`src/rtl/ram_write_traverse_pkg.sv`:
```
// Shared sizes, state encoding and the fill pattern for the RAM write/verify/display block.
package ram_write_traverse_pkg;

    localparam int CNT_MAX_DEF = 24_999_999;
    localparam int AW          = 5;
    localparam int DW          = 4;
    localparam int RD_LAT      = 2;
    localparam int CNT_W       = 26;
    localparam int DEPTH       = 1 << AW;

    typedef enum logic [1:0] {
        ST_IDLE    = 2'd0,
        ST_WRITE   = 2'd1,
        ST_VERIFY  = 2'd2,
        ST_DISPLAY = 2'd3
    } state_t;

    // Pattern repeats every 2^DW words because only the low address bits take part.
    function automatic logic [DW-1:0] pattern_word(input logic [DW-1:0] seed_v,
                                                   input logic [AW-1:0] a);
        return seed_v + a[DW-1:0];
    endfunction

endpackage

```
`src/rtl/ram_4x32.sv`:
```
// Behavioural stand-in for the single-port RAM IP: registered address/data/wren and registered q.
module ram_4x32
    import ram_write_traverse_pkg::*;
(
    input  logic          clock,
    input  logic [AW-1:0] address,
    input  logic [DW-1:0] data,
    input  logic          wren,
    output logic [DW-1:0] q
);

    logic [DW-1:0] mem [DEPTH];
    logic [AW-1:0] addr_q;

    // Input register captures the address; output register adds the second read cycle.
    always_ff @(posedge clock) begin
        addr_q <= address;
        if (wren) begin
            mem[address] <= data;
        end
        q <= mem[addr_q];
    end

endmodule

```
`src/rtl/ram_write_traverse.sv`:
```
// Fills the RAM with a seeded pattern, reads it back and checks it, then steps through
// the stored words on active-low LEDs, one address per CNT_MAX+1 clocks.
module ram_write_traverse
    import ram_write_traverse_pkg::*;
#(
    parameter int CNT_MAX = CNT_MAX_DEF
)(
    input  logic          sclk,
    input  logic          rst,
    input  logic          start,
    input  logic [DW-1:0] seed,
    output logic          busy,
    output logic          done,
    output logic          err,
    output logic [DW-1:0] n_data
);

    localparam logic [CNT_W-1:0] CNT_TC    = CNT_W'(CNT_MAX);
    localparam logic [CNT_W-1:0] VER_WORDS = CNT_W'(DEPTH);
    localparam logic [AW-1:0]    ADDR_LAST = AW'(DEPTH - 1);

    state_t             state_q, state_d;
    logic [AW-1:0]      addr_q, addr_d;
    logic [CNT_W-1:0]   cnt_q, cnt_d;
    logic [DW-1:0]      seed_q, seed_d;
    logic               err_q, err_d;
    logic [DW-1:0]      n_data_q, n_data_d;
    logic               start_ok;

    logic [AW-1:0]      ram_addr;
    logic [DW-1:0]      ram_data;
    logic               ram_wren;
    logic [DW-1:0]      ram_q;

    logic               vld_p0, last_p0;
    logic [DW-1:0]      exp_p0;
    logic               vld_p1, last_p1;
    logic [DW-1:0]      exp_p1;
    logic               vld_p2, last_p2;
    logic [DW-1:0]      exp_p2;

    ram_4x32 u_ram (
        .clock   (sclk),
        .address (ram_addr),
        .data    (ram_data),
        .wren    (ram_wren),
        .q       (ram_q)
    );

    always_comb begin
        state_d  = state_q;
        addr_d   = addr_q;
        cnt_d    = cnt_q;
        seed_d   = seed_q;
        err_d    = err_q;
        ram_addr = addr_q;
        ram_data = pattern_word(seed_q, addr_q);
        ram_wren = 1'b0;
        vld_p0   = 1'b0;
        last_p0  = (addr_q == ADDR_LAST);
        exp_p0   = pattern_word(seed_q, addr_q);
        start_ok = start && ((state_q == ST_IDLE) || (state_q == ST_DISPLAY));

        case (state_q)
            ST_IDLE: begin
            end
            ST_WRITE: begin
                ram_wren = 1'b1;
                addr_d   = addr_q + 1'b1;
                if (addr_q == ADDR_LAST) begin
                    addr_d  = '0;
                    cnt_d   = '0;
                    state_d = ST_VERIFY;
                end
            end
            ST_VERIFY: begin
                // cnt tracks issued reads so the read side stops while the pipe drains.
                if (cnt_q < VER_WORDS) begin
                    vld_p0 = 1'b1;
                    addr_d = addr_q + 1'b1;
                    cnt_d  = cnt_q + 1'b1;
                end
                if (vld_p2 && (ram_q != exp_p2)) begin
                    err_d = 1'b1;
                end
                if (vld_p2 && last_p2) begin
                    addr_d  = '0;
                    cnt_d   = '0;
                    state_d = ST_DISPLAY;
                end
            end
            ST_DISPLAY: begin
                if (cnt_q == CNT_TC) begin
                    cnt_d  = '0;
                    addr_d = addr_q + 1'b1;
                end else begin
                    cnt_d = cnt_q + 1'b1;
                end
            end
            default: begin
                state_d = ST_IDLE;
            end
        endcase

        if (start_ok) begin
            seed_d  = seed;
            err_d   = 1'b0;
            addr_d  = '0;
            cnt_d   = '0;
            state_d = ST_WRITE;
        end

        n_data_d = (state_q == ST_DISPLAY) ? ~ram_q : '1;
    end

    always_ff @(posedge sclk or posedge rst) begin
        if (rst) begin
            state_q  <= ST_IDLE;
            addr_q   <= '0;
            cnt_q    <= '0;
            seed_q   <= '0;
            err_q    <= 1'b0;
            n_data_q <= '1;
            vld_p1   <= 1'b0;
            last_p1  <= 1'b0;
            vld_p2   <= 1'b0;
            last_p2  <= 1'b0;
        end else begin
            state_q  <= state_d;
            addr_q   <= addr_d;
            cnt_q    <= cnt_d;
            seed_q   <= seed_d;
            err_q    <= err_d;
            n_data_q <= n_data_d;
            // p0 -> p1: read address registered inside the RAM
            vld_p1   <= vld_p0;
            last_p1  <= vld_p0 && last_p0;
            // p1 -> p2: aligned with the RAM q register
            vld_p2   <= vld_p1;
            last_p2  <= last_p1;
        end
    end

    // Expected-value pipeline carries data only; its valid bits above qualify it.
    always_ff @(posedge sclk) begin
        exp_p1 <= exp_p0;
        exp_p2 <= exp_p1;
    end

    assign busy   = (state_q == ST_WRITE) || (state_q == ST_VERIFY);
    assign done   = (state_q == ST_DISPLAY);
    assign err    = err_q;
    assign n_data = n_data_q;

endmodule

```
`config.mk`:
```
export PLATFORM = sky130hd
export DESIGN_NAME = ram_write_traverse
export DESIGN_NICKNAME = d
export VERILOG_FILES = /design/src/rtl/ram_write_traverse_pkg.sv /design/src/rtl/ram_4x32.sv /design/src/rtl/ram_write_traverse.sv
export SDC_FILE = /design/constraint.sdc
export NUM_CORES = 1
export LEC_CHECK = 0
export CORE_ASPECT_RATIO = 1.75
export CORE_MARGIN = 3
export CORE_UTILIZATION = 60
export CTS_CLUSTER_SIZE = 25
export DETAILED_ROUTE_END_ITERATION = 12
export DONT_BUFFER_PORTS = 1
export PLACE_DENSITY = 0.79
export SLEW_MARGIN = 20
export SYNTH_ARGS = -nofsm -noshare
export SYNTH_HDL_FRONTEND = slang
export SYNTH_SLANG_ARGS = --single-unit
```
`constraint.sdc`:
```
create_clock -name sclk -period 2.7 [get_ports sclk]
set_input_delay 0.27 -clock sclk [delete_from_list [all_inputs] [get_ports sclk]]
set_output_delay 0.27 -clock sclk [all_outputs]
set_load 0.02 [all_outputs]
```
# After elaboration in Yosys (flattened, before gate mapping)
# Memory sizes are Yosys's and may differ from the RTL's. A register that Yosys moved wholly into a read port is not among the register bits.
# Index checks and enable logic that the tools add are counted.
dict set report word_totals {
  out_inout_bits 7
  register_bits 59
  in_bits 7
  ramBits 128
  memories 1
  wordCells 69
}
# memory words word_bits read_ports rd_ports_with_merged_regs wr line_no
set mem_list {}
lappend mem_list {u_ram.mem 32 4 1 1 1 ram_4x32.sv:12} ;# logic [DW-1:0] mem [DEPTH];
dict set report op_classes {
  add_sub_neg 3
  order_cmp 1
  bitwise_logic 1
  n_mux 25
  n_reduce_logical 15
  eq_ne 10
}
# cell n
set op_table {}
lappend op_table {{$mux 26} 5}
lappend op_table {{$pmux 26 s3} 1}
lappend op_table {{$add 26x1->26 const B} 1}
lappend op_table {{$eq 26x25->1 const B} 1}
lappend op_table {{$lt 26x6->1 const B} 1}
lappend op_table {{$mux 5} 5}
lappend op_table {{$pmux 5 s3} 1}
lappend op_table {{$reduce_and 3->1} 3}
lappend op_table {{$mux 1} 8}
lappend op_table {{$mux 2} 3}
lappend op_table {{$ne 3x3->1 const B} 2}
lappend op_table {{$add 5x1->5 const B} 1}
lappend op_table {{$eq 5x5->1 const B} 1}
lappend op_table {{$add 4x4->4} 1}
lappend op_table {{$eq 2x2->1 const B} 2}
lappend op_table {{$logic_and 1x1->1} 4}
lappend op_table {{$mux 4} 1}
lappend op_table {{$ne 4x4->1} 1}
lappend op_table {{$ne 4x4->1 const B} 1}
lappend op_table {{$not 4->4} 1}
lappend op_table {{$pmux 2 s2} 1}
lappend op_table {{$reduce_bool 2->1} 2}
lappend op_table {{$reduce_bool 4->1} 1}
lappend op_table {{$ne 3x1->1 const B} 1}
lappend op_table {{other kinds (5)} 6}

# Depth between registers and ports, before layout
dict set report depth {
  ltp_word 5
  depth_mapped 9
}

# Modules after synthesis
# A second synthesis with hierarchy kept.
dict set report unflattened {
  cells_unflattened 542
  hier_area_um2 8176.6
}
# module cells_each instances area_per_inst_um2
set by_module_without_submodules {}
lappend by_module_without_submodules {ram_4x32 236 1 5238.8}
lappend by_module_without_submodules {ram_write_traverse 306 1 2937.8}

# Worst setup path before layout
# Ideal clock, no wire load.
dict set report synth_timing {
  path_type {flip-flop to flip-flop}
  from {register addr_q[0]}
  to {memory u_ram.mem[0][2], data pin}
  stages_incl_launch_ff 5
  path_slack_ps 296
  t_arrival_ps 2012
  synth_period_minus_slack_ps 2404
  t_required_ps 2308
  setup_ps 392
  path_cell_list {dfrtp_1 > ha_1 > inv_1 > fa_1 > xnor2_1}
}
dict set report synth_via {
  elab_chain_len 1
}
# element line_no
set synth_rtl {}
lappend synth_rtl {{start: declaration} ram_write_traverse.sv:23} ;# logic [AW-1:0] addr_q, addr_d;
lappend synth_rtl {{start signal: assignment} ram_write_traverse.sv:130} ;# addr_q <= addr_d;
lappend synth_rtl {{$add 4x4->4} -}
lappend synth_rtl {{named net exp_p0[2]} ram_write_traverse.sv:36} ;# logic [DW-1:0] exp_p0;
lappend synth_rtl {{end: declaration} ram_4x32.sv:12}
# The timed path passes the listed nets, and every way through them passes these cells.

# Worst setup path in the final report
dict set report layout_timing {
  from {register cnt_q[5]}
  to {register cnt_q[8]}
}
dict set report layout_via {
  elab_chain_len 5
}
# element line_no
set layout_rtl {}
lappend layout_rtl {{start: declaration} ram_write_traverse.sv:24} ;# logic [CNT_W-1:0] cnt_q, cnt_d;
lappend layout_rtl {{start signal: assignment} ram_write_traverse.sv:131} ;# cnt_q <= cnt_d;
lappend layout_rtl {{$add 26x1->26} {ram_write_traverse.sv:81, ram_write_traverse.sv:97}}
lappend layout_rtl {{$mux 26} ram_write_traverse.sv:78} ;# if (cnt_q < VER_WORDS) begin
lappend layout_rtl {{$mux 26} ram_write_traverse.sv:86} ;# if (vld_p2 && last_p2) begin
lappend layout_rtl {{$pmux 26 s3} ram_write_traverse.sv:64} ;# case (state_q)
lappend layout_rtl {{$mux 26} ram_write_traverse.sv:105} ;# if (start_ok) begin
# Several ways; a longest one is shown, not always the timed one. The select of a mux whose other input is x is not followed.
# A chain may end at the register's enable or synchronous reset.

==> results.sh <==
export IMPL_worstMarginPinSlew_ns=0.9609
export IMPL_avgSynthCellArea_um2=15.11
export IMPL_slowest_delay_ns=0.51
export IMPL_h_tree_depth=4
export IMPL_ys_flop_type="edfxtp_1"
export IMPL_comb_power_share_pct=33.0
export IMPL_rr_worst_depth=5
export IMPL_drive_gt1_share_pct=21.03
export IMPL_p_switching_uw=3505
export IMPL_ys_warn_count=0
export IMPL_io_pins=14
export IMPL_whs_ns=0.2923
export IMPL_synth_xor_area_share_pct=0.7419
export IMPL_syn_nets=567
export IMPL_min_period_ns=2.494
export IMPL_holdPathStages=3
export IMPL_max_freq_mhz=401.0
export IMPL_power_density_nw_per_um2=1118
export IMPL_synthAdderAreaFrac_pct=2.059
export IMPL_tns_ns=0
export IMPL_clk_pin_slew_ns=0.07
export IMPL_yosys_area_share_simple_pct=11.58
export IMPL_final_antenna_net_count=0
export IMPL_r2r_start="cnt_q[5]"
export IMPL_port_buffers=0
export IMPL_maxSlewViolCount=0
export IMPL_worst_path_max_fanout=10
export IMPL_nNetsFinal=592
export IMPL_cts_sinks=191
export IMPL_synth_compound_area_share_pct=7.343
export IMPL_worst_setup_path_end_kind="flop"
export IMPL_status="finished clean"
export IMPL_grt_use_total_pct=25.37
export IMPL_netSwitchingFraction_pct=33.97
export IMPL_final_setup_viol_count=0
export IMPL_ys_seq_area_share_pct=64.62
export IMPL_vias=4947
export IMPL_wirelength_mm=18.04
export IMPL_yosys_mux_area_fraction_pct=11.58
export IMPL_gp_congestion=0.9238
export IMPL_synth_top_area_share_pct=46.51
export IMPL_final_util_pct=68.62
export IMPL_finalHoldViolCount=0
export IMPL_drt_first_pass_iters=6
export IMPL_start_kind="flop"
export IMPL_path_cells="nor4_1 -> nand3_1 -> o211ai_2 -> nand2_1 -> a221o_1"
export IMPL_hp_start="start"
export IMPL_clock_skew_ns=0.008446
export IMPL_cts_buffers=17
export IMPL_syn_inst=547
export IMPL_rsz0062_at_grt="no"
export IMPL_place_ws_ns=0.1847
export IMPL_fin_crit_sh_pct=92.37
export IMPL_cts_root_buffer="clkbuf_16"
export IMPL_grt_pass1_wl_mm=28.32
export IMPL_crit_required_ns=3.01
export IMPL_wl_per_cell_um=23.77
export IMPL_finalWorstSetupSlack_ns=0.2060
export IMPL_fillCellCount=878
export IMPL_cellInternalPower_uw=6814
export IMPL_die_area_um2=15270
export IMPL_initial_core_util_pct=61.43
export IMPL_dp_hpwl_mm=12.05
export IMPL_synth_area_um2=8264
export IMPL_worstSkewPairLatency_ns=0.42
export IMPL_clockBufferDepth=2
export IMPL_async_flop_share_pct=24.08
export IMPL_post_drt_via_cell_ratio=6.518
export IMPL_synth_edf_count=128
export IMPL_core_area_um2=13450
export IMPL_grt_pass1_vias=5182
export IMPL_syn_to_final_growth_pct=11.70
export IMPL_power_frac_clock_pct=24.1
export IMPL_yosys_register_bits=191
export IMPL_antenna_found_initial=0
export IMPL_synth_top_family_by_area="simple AND/OR/NAND/NOR gates"
export IMPL_drt_iter0_markers=376
export IMPL_yosys_top_cells_area="edfxtp_1, dfrtp_1, mux4_2"
export IMPL_worstPathArrival_ns=2.80
export IMPL_antenna_cells=0
export IMPL_ir_drop_uv=622.5
export IMPL_maxSlewHeadroom_pct=35.85
export IMPL_p_leak_uw=0.003278
export IMPL_crit_type="flop to flop"
export IMPL_min_path_type="primary input to flop"
export IMPL_cts_tree="done"
export IMPL_yosysTopAreaCell="edfxtp_1"
export IMPL_grt_max_degree=47
export IMPL_drc=0
export IMPL_p_seq_share_pct=42.8
export IMPL_grt_overflow_total=0
export IMPL_rows=56
export IMPL_die_height_um=161.3
export IMPL_synth_cell_types=62
export IMPL_fp_dieW_um=94.72
export IMPL_cp_startpoint="cnt_q[5]"
export IMPL_cpMaxStageDelayCell="dfrtp_1"
export IMPL_cap_violations=0
[synth_stat cells, drive strengths merged (6+ instances only)]
cell type / instances
nor4: 6
o21ai: 11
and3: 11
dfrtp: 42
inv: 15
clkbuf: 6
nand2: 35
dfxtp: 17
buf: 14
xnor2: 6
a21oi: 17
nor2: 47
mux4: 40
nand4: 19
ha: 12
and2: 6
a22o: 6
o211ai: 7
nand3: 15
edfxtp: 128
o31ai: 6
nor3: 10
[cell usage in the layout, fill, tap and decap left out, types with 4 or more instances in the layout]
master           n
edfxtp_1       128
nor2_1          47
dfrtp_1         42
mux4_2          40
nand2_1         35
clkbuf_16       19
buf_4           19
nand4_1         17
a21oi_1         17
dfxtp_1         16
nand3_1         15
inv_1           14
ha_1            12
and3_1          11
o21ai_0         11
nor3_1           8
and2_1           6
a22o_1           6
o211ai_1         6
mux2_2           5
or3_1            5
a221o_1          5
or4_1            5
dlygate4sd3_1    5
a211oi_1         4
o22ai_1          4
xnor2_1          4
nand2b_1         4
o31ai_1          4
dfstp_2          4
[what timing repair did]
action                                  4_1_cts  5_1_grt
setup buffers                                 0        0
endpoints found under the setup margin        0        3
gates resized for setup                       0        1
hold buffers                                  5        0
hold endpoints to repair                     46        0
[metal layers]
metal  vias up  track usage [%]  wire length [um]
li1       2206                -                 -
met1      2506            27.79              6150
met2       173            45.39             10330
met3        62            4.287               636
met4         0            14.19               921
met5         -                0                 0
[cell families (layout without fill, tap and decap cells)]
group	count (synthesis)	after routing
compound gates	79	79
xor+xnor	7	7
fa+ha+maj	13	13
buf+inv	35	73
flops	191	191
mux	45	45
simple gates	177	177
[final timing paths]
path	endpoint	slack [ns]
min reg2reg	exp_p2[3]	0.33
max reg2reg	cnt_q[8]	0.21
min	state_q[0]	0.29
max in group asynchronous	seed_q[1]	1.57
max	cnt_q[8]	0.21
min in group asynchronous	cnt_q[3]	0.53
[power groups by stage]
| stage | combinational (uW) | sequential, uW | clock [uW] |
|---|---|---|---|
| finish | 3410 | 4420 | 2490 |
| global route | 3640 | 4460 | 2620 |
| CTS | 3410 | 4420 | 2520 |
| detailed placement | 3360 | 4480 | 0 |
| global placement | 3200 | 4450 | 0 |
| floorplan | 2280 | 4380 | 0 |
[critical path: cells and delay by family (launching register included)]
family / cells / cell delay [ns]
flops: 1 / 0.51
compound gates: 2 / 0.79
simple gates: 3 / 1.07
[through the flow]
stage	total power, uW	std cells	instance area [um2]
after detailed placement	7840	722	8566
after CTS	10360	759	9225
final	10320	759	9231
after floorplan	6660	547	8264
after global placement	7649	722	8566
after global routing	10720	759	9231
[area by class of cell]
class | count | area [um2] | share of cell area [%]
inverters | 15 | 56.30 | 0.6099
well taps | 174 | 217.7 | 2.358
multi-input cells | 321 | 2774 | 30.05
flip-flops and latches | 191 | 5341 | 57.86
repair buffers | 26 | 232.7 | 2.521
clock inverters | 12 | 120.1 | 1.301
clock buffers | 20 | 489.2 | 5.300
[sequential cells by signal, summed over array words and instances, names as in the netlist]
signal	count
addr_q	5
cnt_q	26
err	1
exp_p1	4
exp_p2	4
last_p1	1
last_p2	1
n_data	4
seed_q	4
state_q	2
u_ram.addr_q	5
u_ram.mem	128
u_ram.q	4
vld_p1	1
vld_p2	1
Note: power is estimated with default switching activity, not from simulation.
